$ cat src/rtl/decode_scoreboard.sv
// Register scoreboard and issue controller for the decode stage.
// Tracks in-flight destination registers (timed ALU writes and
// writeback-retired loads) and raises stall_d on RAW/WAW hazards or
// when execute cannot accept an instruction.
module decode_scoreboard #(
  parameter int FIX_LAT = 3,
  parameter int LAT_W   = 3
) (
  input  logic        clk,
  input  logic        rst,
  input  logic        dec_valid,
  input  logic [4:0]  dec_rs1,
  input  logic [4:0]  dec_rs2,
  input  logic [4:0]  dec_rd,
  input  logic        dec_use_rs1,
  input  logic        dec_use_rs2,
  input  logic        dec_we,
  input  logic        dec_is_load,
  input  logic        issue_ready,
  input  logic        wb_valid,
  input  logic [4:0]  wb_rd,
  output logic        stall_d,
  output logic        issue,
  output logic [31:0] pending,
  output logic [5:0]  busy_cnt,
  output logic        wb_err
);

  localparam logic [LAT_W-1:0] FIX_LAT_T = LAT_W'(FIX_LAT);
  localparam logic [LAT_W-1:0] ONE_T     = LAT_W'(1);

  logic [31:0]      pending_q, pending_d;
  logic [LAT_W-1:0] timer_q [32];
  logic [LAT_W-1:0] timer_d [32];
  logic             wb_err_q, wb_err_d;

  logic [31:0] clear_now;
  logic [31:0] pend_eff;
  logic [31:0] set_now;
  logic        raw1, raw2, waw, hazard;

  // Per-register retire detection and next-state; x0 is hardwired empty.
  generate
    for (genvar gi = 0; gi < 32; gi++) begin : g_reg
      if (gi == 0) begin : g_x0
        assign clear_now[gi] = 1'b0;
        assign set_now[gi]   = 1'b0;
        assign pending_d[gi] = 1'b0;
        assign timer_d[gi]   = '0;
      end else begin : g_xn
        // Timed entries retire when the countdown reaches 1; load entries
        // (timer parked at 0) retire on a matching writeback.
        assign clear_now[gi] = pending_q[gi] &
                               ((timer_q[gi] == ONE_T) |
                                ((timer_q[gi] == '0) & wb_valid & (wb_rd == 5'(gi))));
        assign set_now[gi]   = issue & dec_we & (dec_rd == 5'(gi));
        // A new issue to this register wins over a same-cycle retire.
        assign pending_d[gi] = set_now[gi] | (pending_q[gi] & ~clear_now[gi]);
        assign timer_d[gi]   = set_now[gi]   ? (dec_is_load ? '0 : FIX_LAT_T) :
                               clear_now[gi] ? '0 :
                               (pending_q[gi] && (timer_q[gi] > ONE_T)) ? (timer_q[gi] - ONE_T) :
                               timer_q[gi];
      end
      // Register file writes before it reads, so a retiring entry is not a hazard.
      assign pend_eff[gi] = pending_q[gi] & ~clear_now[gi];
    end
  endgenerate

  // Hazard detection and issue handshake, purely combinational on registered state.
  always_comb begin
    raw1    = dec_use_rs1 & (dec_rs1 != 5'd0) & pend_eff[dec_rs1];
    raw2    = dec_use_rs2 & (dec_rs2 != 5'd0) & pend_eff[dec_rs2];
    waw     = dec_we & (dec_rd != 5'd0) & pend_eff[dec_rd];
    hazard  = dec_valid & (raw1 | raw2 | waw);
    stall_d = hazard | (dec_valid & ~issue_ready);
    issue   = dec_valid & ~hazard & issue_ready;
  end

  // Sticky error for a writeback that does not match an outstanding load.
  always_comb begin
    wb_err_d = wb_err_q;
    if (wb_valid &&
        ((wb_rd == 5'd0) || !pending_q[wb_rd] || (timer_q[wb_rd] != '0))) begin
      wb_err_d = 1'b1;
    end
  end

  // State registers; reset discards all in-flight entries and the error flag.
  always_ff @(posedge clk) begin
    if (rst) begin
      pending_q <= '0;
      for (int r = 0; r < 32; r++) begin
        timer_q[r] <= '0;
      end
      wb_err_q <= 1'b0;
    end else begin
      pending_q <= pending_d;
      for (int r = 0; r < 32; r++) begin
        timer_q[r] <= timer_d[r];
      end
      wb_err_q <= wb_err_d;
    end
  end

  assign pending  = pending_q;
  assign busy_cnt = 6'($countones(pending_q));
  assign wb_err   = wb_err_q;

endmodule
$ cat config.mk
export PLATFORM = sky130hd
export DESIGN_NAME = decode_scoreboard
export DESIGN_NICKNAME = d
export VERILOG_FILES = /design/src/rtl/decode_scoreboard.sv
export SDC_FILE = /design/constraint.sdc
export NUM_CORES = 1
export LEC_CHECK = 0
export ABC_AREA = 1
export BUFFER_PORTS_ARGS = -buffer_cell sky130_fd_sc_hd__buf_4
export CAP_MARGIN = 20
export CORE_AREA = 2 2 156 158
export DETAILED_ROUTE_END_ITERATION = 8
export DIE_AREA = 0 0 158 160
export GPL_TIMING_DRIVEN = 1
export PLACE_DENSITY = 0.67
export SYNTH_ARGS = -nofsm -noshare
export SYNTH_HDL_FRONTEND = slang
export SYNTH_SLANG_ARGS = --single-unit
$ cat constraint.sdc
create_clock -name clk -period 7.6 [get_ports clk]
set_input_delay 0.76 -clock clk [delete_from_list [all_inputs] [get_ports clk]]
set_output_delay 0.76 -clock clk [all_outputs]
set_load 0.1 [all_outputs]
==> results.md <==
- CTS tree: yes
- Final wirelength: 43100 um
- ANT nets after route: 0
- Synth warn: 0
- Setup Skew: 11.4 ps
- Status: finished clean
- Delay of the slowest cell on the worst path: 610 ps
- Antenna violations before repair: 0
- Max-Cap Viols: 0
- Post-Syn Area: 11600 sq um
- CP required: a little under 7000 ps
- DP HPWL: 32300 um
- Skew-Pair Late Insertion Delay: ~430 ps
- Clk slew on worst S/H paths: approximately 70 ps
- Global-route wire length before repair: between 60000 and 70000 um
- Synth cell types: 48
- Worst Path Arrival: between 5000 and 6000 ps
- Max Root-Sink Buffers: 2
- First-pass detailed-route iteration total: 5
- Element type at the critical path end: output pin
- Placed Cells: ~2200
- Yosys reg bits: 125
- Fraction of layout cells with a size suffix above 1: between 10% and 20%
- CTS sink count: 125
- Worst Path Class, Setup: register to output pin
- Fin nets: between 1500 and 2000
- CTS Buf Count: 17
- Static leakage: around 6.4 nW
- RD Place Congestion: about 1.0
- Sequential area share after synthesis: around 22%
- Final setup TNS: 0 ps
- Total power: 1.73 mW
- Worst-path maximum fanout: 3
- Total grt overflow: 0
- Routed len/inst: between 15 and 20 um
- Initial drt markers: roughly 1200
- Vias post-DR: 12400
- Die Y: between 150 and 200 um
- Layout Cells excl Fill: approximately 2200
- Flop2flop setup slack: just over 4000 ps
- Avg Inst Size Synth: about 6.4 sq um
- GRT Util Overall: between 30% and 40%
- Floorplan row count: 57
- Root buffer cell: clkbuf_16
- Peak supply drop: ~0.11 mV
- Commonest non-fill, non-tap cell in the layout: nand2_1
- Critical path buffers and inverters: 4
- Pwr dens: approximately 130 nW/um^2
- Final core utilization: approximately 54%
- Largest net degree at the start of global routing: 49
- Synthesis-to-finish area growth: 10.9%
- N_diodes: 0
- # hold bufs at CTS: 0
- # port buffers: between 60 and 70
- Endpoints failing setup: 0
- Top FF cell, synth: dfxtp_1
- Die ar.: 25300 sq um
- Fin crit period: between 6000 and 7000 ps
- Starting Density: between 40% and 50%
- Actual slew at the worst max-slew pin: roughly 980 ps
- RSZ-0062 raised after global routing: no
- Vias in the first global route: approximately 12000
- Die Wd: ~160 um
- Post-CTS Resized: 0
- CP top delay family: adder cells
- Core area: 23800 sq um
- Syn Nets: between 1500 and 2000
- Number of synthesized flops with an enable pin: 0
- Hold WC Path Type: register to register
- H-tree depth reported by CTS: 4
- F_max: around 160 MHz
- CP cell instances: inv_1, fa_1, inv_1, fa_1, fa_1, fa_1, fa_1, inv_1, fa_1, fa_1, fa_1, o21ai_0, xor2_1, buf_4
- Vias per cell: between 5 and 6
- Final Hold Vio Count: 0
- Period utilization: between 80 and 90%
- Most frequent cells in the layout: nand2_1 (557), inv_1 (224), nor2_1 (189), nand3_1 (164), dfxtp_1 (125)
- Setup bufs post-CTS: 0
- Gate Count Post-Synth: between 1500 and 2000
- Most used cell, CP: fa_1
- Final max-slew violation count: 0
- DR DRC count: 0
- Hold_ws: about 460 ps
- CP max stage cell: fa_1
- Asr flop ratio synth: 0%
- Worst slew margin: 34.6%
- IO Count: 70
- Critical Path Source Type: register
-- tightest hold or removal path: cells and delay by family (launching register included) --
family                 cells  cell delay (ps)
buffers and inverters      1               50
AOI/OAI and AO/OA          1               50
DFF                        1              310
-- synthesized netlist by cell type, drive strengths merged, types with 8 or more instances --
cell type / number / area, sq um
a211oi: 19 / 143
nor3: 75 / 387
dfxtp: 125 / 2500
nor2: 196 / 767
inv: 226 / 848
a21oi: 64 / 320
nand3: 165 / 831
o21ai: 51 / 255
a21boi: 8 / 60.1
xor2: 12 / 105
fa: 23 / 460
clkbuf: 18 / 67.6
buf: 31 / 205
nand4: 70 / 873
nand2: 569 / 2180
ha: 100 / 1250
o22ai: 15 / 93.8
-- logic make-up after synthesis --
| kind of cell | count (synthesis) | share of synthesized area (%) |
|---|---|---|
| AOI/OAI and AO/OA | 183 | 9.31 |
| xor gates and xnor gates | 13 | 0.981 |
| adders and majority gates | 123 | 14.8 |
| buffers and inverters | 277 | 9.73 |
| DFF | 125 | 21.6 |
| other | 1 | 0.0323 |
| and+or+nand+nor | 1079 | 43.6 |
-- metrics by stage --
stage	area, sq um	setup slack [ps]
after floorplan	11600	172
after global placement	12300	1800
after detailed placement	12300	1740
after CTS	12900	1270
after global routing	12900	1110
final	12900	1300
-- routing by layer --
layer / global-route usage (%) / wire length [um]
met4: 14.2 / 1860
met5: 0 / 0
met2: 54.2 / 19100
met1: 45.9 / 18300
met3: 7.63 / 3860
-- layout make-up --
cell class	count	area [sq um]
Fill cell	2487	10900
Multi-Input combinational cell	1399	7970
Sequential cell	125	2500
Inverter	228	856
Timing Repair Buffer	74	556
Clock buffer	19	453
Tap cell	324	405
Clock inverter	13	129
-- sequential cells by signal, summed over array words and instances (netlist names) --
signal,flops
pending,31
timer_q,93
wb_err,1
-- path summary, 6_finish.rpt --
path                          startpoint                           to  depth (start not counted)
min                  wb_err$_SDFFE_PP0P_          wb_err$_SDFFE_PP0P_                          2
max reg2reg  timer_q[28][0]$_SDFFE_PP0P_  timer_q[23][0]$_SDFFE_PP0P_                         16
min reg2reg          wb_err$_SDFFE_PP0P_          wb_err$_SDFFE_PP0P_                          2
max               pending[12]$_SDFF_PP0_                  busy_cnt[4]                         14
-- report_power, final --
| part | leakage (nW) | internal, mW | switching [mW] | total [mW] |
|---|---|---|---|---|
| clock | 0.270 | 0.474 | 0.365 | 0.839 |
| combinational | 5.13 | 0.0490 | 0.180 | 0.229 |
| sequential | 1.01 | 0.656 | 0.00158 | 0.658 |
(Power assumes the default switching activity.)
